--- src/rtl/varredura_linhas.sv ---
// Row-scan sequencer for a 5x7 LED matrix: active-low one-hot row drive, per-row dwell, blanking gap, end-of-frame pulse.
// Latency: every output is registered and responds one clock after the edge that samples enable.
// Backpressure: none; enable=0 parks the scan in OCIOSO and holds the current row index.
module varredura_linhas #(
  parameter int NUM_LINHAS    = 7,
  parameter int TEMPO_LINHA   = 4,
  parameter int TEMPO_APAGADO = 2,
  parameter int LARG_TEMPO    = 16
) (
  input  logic                  clk,
  input  logic                  rst_n,
  input  logic                  enable,
  output logic [2:0]            contador,
  output logic [NUM_LINHAS-1:0] linhas,
  output logic                  fim_quadro,
  output logic                  ativo
);

  localparam logic [1:0] OCIOSO  = 2'd0;
  localparam logic [1:0] ACESO   = 2'd1;
  localparam logic [1:0] APAGADO = 2'd2;

  localparam logic [2:0] ULTIMA = 3'(NUM_LINHAS - 1);
  localparam logic [LARG_TEMPO-1:0] FIM_ACESO   = LARG_TEMPO'(TEMPO_LINHA - 1);
  localparam logic [LARG_TEMPO-1:0] FIM_APAGADO =
    LARG_TEMPO'((TEMPO_APAGADO > 0) ? TEMPO_APAGADO - 1 : 0);

  logic [1:0]            estado;
  logic [LARG_TEMPO-1:0] tempo;
  logic [2:0]            proxima;
  logic                  vira;

  // Active-low one-hot pattern lighting a single row.
  function automatic logic [NUM_LINHAS-1:0] linha_acesa(input logic [2:0] idx);
    return ~(NUM_LINHAS'(1) << idx);
  endfunction

  // Next row index with wrap at the last row; the wrap flags end of frame.
  always_comb begin
    vira    = (contador == ULTIMA);
    proxima = vira ? 3'd0 : contador + 3'd1;
  end

  // Scan FSM: dwell on a lit row, blank, advance; disabling parks without advancing.
  always_ff @(posedge clk or negedge rst_n) begin
    if (!rst_n) begin
      estado     <= OCIOSO;
      tempo      <= '0;
      contador   <= 3'd0;
      linhas     <= '1;
      fim_quadro <= 1'b0;
      ativo      <= 1'b0;
    end else begin
      fim_quadro <= 1'b0;
      case (estado)
        OCIOSO: begin
          if (enable) begin
            // Resume relights the held row with a full dwell, no blank first.
            estado <= ACESO;
            tempo  <= '0;
            linhas <= linha_acesa(contador);
            ativo  <= 1'b1;
          end
        end
        ACESO: begin
          if (!enable) begin
            estado <= OCIOSO;
            tempo  <= '0;
            linhas <= '1;
            ativo  <= 1'b0;
          end else if (tempo == FIM_ACESO) begin
            tempo <= '0;
            if (TEMPO_APAGADO > 0) begin
              estado <= APAGADO;
              linhas <= '1;
            end else begin
              contador   <= proxima;
              linhas     <= linha_acesa(proxima);
              fim_quadro <= vira;
            end
          end else begin
            tempo <= tempo + 1'b1;
          end
        end
        APAGADO: begin
          if (!enable) begin
            estado <= OCIOSO;
            tempo  <= '0;
            linhas <= '1;
            ativo  <= 1'b0;
          end else if (tempo == FIM_APAGADO) begin
            // Row index and row drive move together so the decoders never light a stale pattern.
            estado     <= ACESO;
            tempo      <= '0;
            contador   <= proxima;
            linhas     <= linha_acesa(proxima);
            fim_quadro <= vira;
          end else begin
            tempo <= tempo + 1'b1;
          end
        end
        default: begin
          estado <= OCIOSO;
          tempo  <= '0;
          linhas <= '1;
          ativo  <= 1'b0;
        end
      endcase
    end
  end

endmodule
--- config.mk ---
export PLATFORM = sky130hd
export DESIGN_NAME = varredura_linhas
export DESIGN_NICKNAME = d
export VERILOG_FILES = /design/src/rtl/varredura_linhas.sv
export SDC_FILE = /design/constraint.sdc
export NUM_CORES = 1
export LEC_CHECK = 0
export BUFFER_PORTS_ARGS = -buffer_cell sky130_fd_sc_hd__buf_2
export CAP_MARGIN = 20
export CORE_MARGIN = 2
export CORE_UTILIZATION = 61
export DETAILED_ROUTE_END_ITERATION = 8
export MAX_ROUTING_LAYER = met4
export PLACE_DENSITY = 0.81
export SLEW_MARGIN = 0
export SYNTH_ARGS = -nofsm -noshare
export SYNTH_HDL_FRONTEND = slang
export SYNTH_SLANG_ARGS = --single-unit
--- constraint.sdc ---
create_clock -name clk -period 6 [get_ports clk]
set_clock_uncertainty 0.05 [all_clocks]
set_input_delay 0.3 -clock clk [delete_from_list [all_inputs] [get_ports clk]]
set_output_delay 0.3 -clock clk [all_outputs]
set_load 0.1 [all_outputs]
==> results of run 1 <==
-- worst min path at each step --
stage | endpoint | startpoint | slack (ns)
6_report | estado[1] | enable | 0.29
5_1_grt | estado[0] | enable | 0.29
4_1_cts | estado[1] | enable | 0.28
3_5_place_dp | ativo | rst_n | 0.31
3_3_place_gp | ativo | rst_n | 0.30
2_1_floorplan | ativo | rst_n | -0.05
-- stage by stage --
stage / hold WS, ns / util [%] / area (µm²) / worst slack [ns]
after global routing: 0.291 / 70.0 / 1950 / 3.26
after floorplan: -0.0456 / - / 1810 / 3.51
final: 0.287 / 70.0 / 1950 / 3.43
after detailed placement: 0.314 / 67.6 / 1880 / 3.46
after global placement: 0.302 / 67.6 / 1880 / 3.55
after CTS: 0.280 / 70.0 / 1950 / 3.45
-- cell usage after synthesis (all sizes together) --
master,count,share of area (%)
a31oi,3,1.0
buf,2,1.2
or4,3,1.9
nand2,25,5.2
mux2i,1,0.55
nor3,12,3.3
o2111ai,1,0.48
a21oi,5,1.6
ha,7,4.8
nand4,4,1.4
o41ai,1,0.90
o31ai,4,1.7
mux2,2,1.7
nand3,8,2.5
nor2,20,5.5
nor3b,1,0.41
or3b,2,0.97
nand2b,2,0.69
xor2,3,1.5
and2,1,0.35
and3b,1,0.48
dfrtp,23,32
a21o,2,0.83
nor2b,2,0.69
xnor2,8,3.9
o221ai,1,0.83
o22ai,2,1.0
nor4,3,2.7
or3,3,1.0
and3,2,0.69
o21ai,14,4.5
a211oi,1,0.41
dfstp,7,10
inv,9,1.9
clkbuf,5,1.0
o22a,1,0.55
-- critical path, delay by kind of cell (launching register included) --
| kind | cells | cell delay [ns] |
|---|---|---|
| adders and majority gates | 1 | 0.32 |
| and+or+nand+nor | 3 | 0.87 |
| DFF | 1 | 0.42 |
| AOI/OAI and AO/OA | 2 | 0.77 |
-- state kept, by name, summed over array words and instances (netlist names) --
register    cells
linhas          7
tempo          16
fim_quadro      1
ativo           1
estado          2
contador        3
-- final cells by class --
class,instances,area (µm²),area share [%]
multi-input combinational,145,977,50.2
sequential,30,759,39.0
timing repair buffer,15,80.1,4.11
clock buffer,8,58.8,3.02
tap,31,38.8,1.99
inverter,9,33.8,1.73
-- what timing repair did --
action / 4_1_cts / 5_1_grt
endpoints found under the setup margin: 0 / 0
hold buffers: 1 / 0
hold endpoints to repair: 23 / 0
-- power by group through the flow --
stage               sequential, W  combinational, W  clock [W]
finish                   0.000266          0.000358   0.000122
global route             0.000270          0.000379   0.000137
CTS                      0.000266          0.000359   0.000126
detailed placement       0.000269          0.000356          0
global placement         0.000266          0.000355          0
floorplan                0.000449          0.000138          0
-- metal layers --
layer	vias up	track usage (%)
met5	-	-
met4	0	9.63
met3	7	6.81
met2	29	34.0
met1	713	32.6
li1	706	-
-- logic make-up (layout without fill, tap and decap cells) --
| group | after synthesis | after routing |
|---|---|---|
| flip-flops | 30 | 30 |
| AO/OA/AOI/OAI | 35 | 35 |
| XOR/XNOR | 11 | 11 |
| multiplexers | 3 | 3 |
| buffers and inverters | 16 | 32 |
| AND/OR/NAND/NOR | 89 | 89 |
| adder cells (fa/ha/maj) | 7 | 7 |
==> flow_metrics.env, run 1 <==
export IMPL_rsz0062_at_grt="no"
export IMPL_synthesis_area_um2=1810
export IMPL_syn_mean_instance_area_um2=9.49
export IMPL_yosysUniqueCellTypes=43
export IMPL_timing_rr_end="tempo[6]"
export IMPL_area_growth_pct=7.53
export IMPL_internal_power_w=0.000379
export IMPL_cp_slowest_cell="a21oi_2"
export IMPL_die_area_um2=3420
export IMPL_grt_max_degree=31
export IMPL_cp_end_kind="flop"
export IMPL_finalMaxSlewViolations=0
export IMPL_power_w=0.000746
export IMPL_drv_cap=0
export IMPL_vdd_drop_max_mv=0.668
export IMPL_period_minus_slack_ns=2.57
export IMPL_period_share_pct=42.8
export IMPL_synth_xor_area_share_pct=5.32
export IMPL_startpoint="tempo[0]"
export IMPL_pwr_share_seq_pct=35.6
export IMPL_antenna_found_initial=0
export IMPL_critPathMaxFanout=11
export IMPL_htree_levels=2
export IMPL_cts_sinks=30
export IMPL_crit_arrival_ns=2.71
export IMPL_synth_simple_gate_area_share_pct=27.8
export IMPL_wl_per_cell_um=14.3
export IMPL_p_per_area_nw_per_um2=383
export IMPL_layout_commonest_cell="nand2_1"
export IMPL_fmax_ghz=0.389
export IMPL_worstHoldPathCells=3
export IMPL_grt_pass1_vias=1331
export IMPL_pwr_share_clk_pct=16.4
export IMPL_final_hold_violation_count=0
export IMPL_muxShareOfSynthArea_pct=2.21
export IMPL_numCtsBuffers=5
export IMPL_synthCells=191
export IMPL_route_met2_wl_um=1540
export IMPL_stdcell_count=238
export IMPL_layout_common_cells="25 x nand2_1, 23 x dfrtp_1, 14 x buf_2, 12 x nor3_1"
export IMPL_die_h_um=58.5
export IMPL_reg2reg_depth=6
export IMPL_overflow=0
export IMPL_grt_pass1_wl_um=6070
export IMPL_crit_type="flop to flop"
export IMPL_cts_max_path_buffers=2
export IMPL_slowest_delay_ns=0.59
export IMPL_cts_clk_slew_worst_paths_ns=0.09
export IMPL_slew_headroom_pct=48.7
export IMPL_path_cells="ha_1 > or3b_2 > nor4_4 > o22ai_2 > a21oi_2 > nor2_1"
export IMPL_route_met3_wl_um=124
export IMPL_synth_seq_cells=30
export IMPL_tns_ns=0
export IMPL_hp_class="input pin to flop"
export IMPL_dp_cells=229
export IMPL_vias=1455
export IMPL_ff2ff_setup_slack_ns=3.43
export IMPL_viasPerCell=6.11
export IMPL_synth_compound_area_share_pct=13.8
export IMPL_io_pins=15
export IMPL_dp_hpwl_um=2450
export IMPL_cts_tree="yes"
export IMPL_r2r_start="tempo[0]"
export IMPL_synth_warnings=0
export IMPL_fin_nets=216
export IMPL_die_x_um=58.5
export IMPL_worstMarginPinSlew_ns=0.770
export IMPL_power_leakage_nw=0.813
export IMPL_wl_met1_um=1670
export IMPL_synthAdderAreaFrac_pct=4.83
export IMPL_rows=19
export IMPL_top_layer="met4"
export IMPL_swShare_pct=49.2
export IMPL_drc_errors=0
export IMPL_gp_congestion=0.797
export IMPL_fill_cells=214
export IMPL_dr_pass1_iters=4
export IMPL_synth_nets=201
export IMPL_diodes=0
export IMPL_drt_initial_drc_count=63
export IMPL_setup_viol=0
export IMPL_cts_root_buf="clkbuf_4"
export IMPL_crit_path_start_kind="flop"
export IMPL_cts_setup_buffers=0
export IMPL_port_buffers=14
export IMPL_core_area_um2=2780
export IMPL_switchingPower_w=0.000367
export IMPL_wl_um=3400
export IMPL_ant_nets=0
export IMPL_synth_top_family_by_area="simple AND/OR/NAND/NOR gates"
export IMPL_start_util_pct=65.1
export IMPL_status="finished, final reports clean"
export IMPL_crit_end="tempo[6]"
export IMPL_worstPathRequired_ns=6.14
export IMPL_grtUsageTotal_pct=24.0
export IMPL_ctsResizeCount=0
export IMPL_synth_seq_area_share_pct=41.9
export IMPL_drive_above_1_share_pct=26.6
export IMPL_clkLatencyLatePin_ns=0.33
export IMPL_pwr_share_comb_pct=48.0
Power figures use the tool's default switching activity.
==> run 2: changes to the inputs <==
- CORE_UTILIZATION: 61 -> 59
- PLACE_DENSITY: 0.81 -> 0.79
- clock period: 6 -> 2.5 ns (I/O delays scaled with it)
==> flow_metrics.env, run 2 (same netlist as run 1, synthesis figures left out) <==
export IMPL_top_register="tempo"
export IMPL_hold_start="enable"
export IMPL_layout_common_cells="25 x nand2_1, 23 x dfrtp_1, 14 x buf_2, 12 x nor3_1"
export IMPL_dr_pass1_iters=4
export IMPL_period_minus_slack_ns=2.28
export IMPL_tns_ns=0
export IMPL_cts_clk_slew_worst_paths_ns=0.09
export IMPL_numCtsBuffers=5
export IMPL_fmax_ghz=0.439
export IMPL_largest_register_ffs=16
export IMPL_cts_max_path_buffers=2
export IMPL_ctsResizeCount=0
export IMPL_core_area_um2=2980
export IMPL_worstPathRequired_ns=2.72
export IMPL_r2r_start="tempo[12]"
export IMPL_wl_per_cell_um=14.4
export IMPL_cts_root_buf="clkbuf_4"
export IMPL_ff2ff_setup_slack_ns=0.22
export IMPL_worstHoldPathCells=3
export IMPL_area_growth_pct=9.81
export IMPL_finalInstanceArea_um2=1990
export IMPL_start_util_pct=60.8
export IMPL_reg2reg_depth=5
export IMPL_period_share_pct=91.1
export IMPL_fin_nets=221
export IMPL_cts_tree="yes"
export IMPL_grtUsageTotal_pct=23.1
export IMPL_status="finished, final reports clean"
export IMPL_drt_initial_drc_count=54
export IMPL_crit_type="flop to flop"
export IMPL_drc_errors=0
export IMPL_setup_viol=0
export IMPL_grt_pass1_wl_um=5870
export IMPL_worstMarginPinSlew_ns=0.629
export IMPL_slew_headroom_pct=58.0
export IMPL_vias=1424
export IMPL_io_pins=15
export IMPL_die_area_um2=3530
export IMPL_antenna_found_initial=0
export IMPL_finalWorstSetupSlack_ns=0.224
export IMPL_ant_nets=0
export IMPL_drv_cap=0
export IMPL_critPathMaxFanout=11
export IMPL_final_hold_violation_count=0
export IMPL_die_h_um=59.4
export IMPL_power_w=0.00183
export IMPL_gp_congestion=0.896
export IMPL_viasPerCell=5.81
export IMPL_cts_sinks=30
export IMPL_rows=20
export IMPL_top_regs="tempo x16, linhas x7, contador x3"
export IMPL_hp_class="input pin to flop"
export IMPL_vdd_drop_max_mv=0.308
export IMPL_grt_pass1_vias=1323
export IMPL_dp_hpwl_um=2650
export IMPL_crit_path_start_kind="flop"
export IMPL_layout_commonest_cell="nand2_1"
export IMPL_cp_end_kind="flop"
export IMPL_timing_rr_end="linhas[5]"
export IMPL_holdWs_ns=0.110
export IMPL_finalMaxSlewViolations=0
export IMPL_power_leakage_nw=0.840
export IMPL_dp_slack_ns=0.234
export IMPL_wl_um=3520
export IMPL_overflow=0
export IMPL_dpl_instance_area_um2=1920
export IMPL_rsz0062_at_grt="no"
export IMPL_grt_max_degree=31
export IMPL_p_per_area_nw_per_um2=922
export IMPL_clkLatencyLatePin_ns=0.34
export IMPL_crit_arrival_ns=2.49
export IMPL_diodes=0
export IMPL_htree_levels=2
export IMPL_drive_above_1_share_pct=28.8
export IMPL_port_buffers=14
export IMPL_fill_cells=239
export IMPL_die_x_um=59.4
export IMPL_hold_end="estado[1]"
==> run 2: changes by cell type in the layout (fill, tap and decap cells not counted), sizes merged <==
cell | previous run | this run
clkinv | 0 | 1
clkbuf | 8 | 7
buf | 14 | 19
==> run 2: timing repair <==
item	CTS	global route
setup endpoints to repair	0	0
setup buffers	0	0
hold endpoints to repair	23	0
hold buffers	1	0
==> run 2: where the power goes <==
part / total (W) / switching (W) / leakage (nW) / internal, W
combinational: 0.000896 / 0.000687 / 0.414 / 0.000209
sequential: 0.000641 / 0.0000501 / 0.391 / 0.000590
clock: 0.000298 / 0.000162 / 0.0353 / 0.000136
==> run 2: cell type report <==
class	count	area (µm²)	share of cell area, %
Multi-Input combinational cell	145	977	49.1
Sequential cell	30	759	38.2
Clock buffer	7	55.1	2.77
Timing Repair Buffer	20	118	5.91
Clock inverter	1	5.00	0.252
Inverter	9	33.8	1.70
Tap cell	33	41.3	2.08
==> run 2: worst max-delay path by stage <==
stage,from,to,slack [ns]
finish,tempo[12],linhas[5],0.22
global route,tempo[1],linhas[5],0.03
CTS,tempo[12],linhas[5],0.21
detailed placement,tempo[12],linhas[5],0.23
global placement,tempo[12],linhas[0],0.32
floorplan,contador[1],linhas[4],0.01
==> run 2: routing by layer <==
| layer | global-route usage, % | up-vias | wire (µm) |
|---|---|---|---|
| li1 | - | 710 | - |
| met1 | 29.0 | 678 | 1600 |
| met2 | 34.5 | 29 | 1700 |
| met3 | 6.77 | 7 | 135 |
| met4 | 9.74 | 0 | 73 |
| met5 | - | - | 0 |
==> run 2: stage by stage <==
stage	instances	util, %
after floorplan	191	-
after global placement	236	64.5
after detailed placement	236	64.5
after CTS	245	66.8
after global routing	245	66.8
final	245	66.8
==> run 2: critical path, cell delays in order, from the launching register on <==
cell and delay, ns:
dfrtp_1 0.43, or4_4 0.60, nor4_4 0.43, o221ai_2 0.31, buf_4 0.25, o21ai_1 0.15
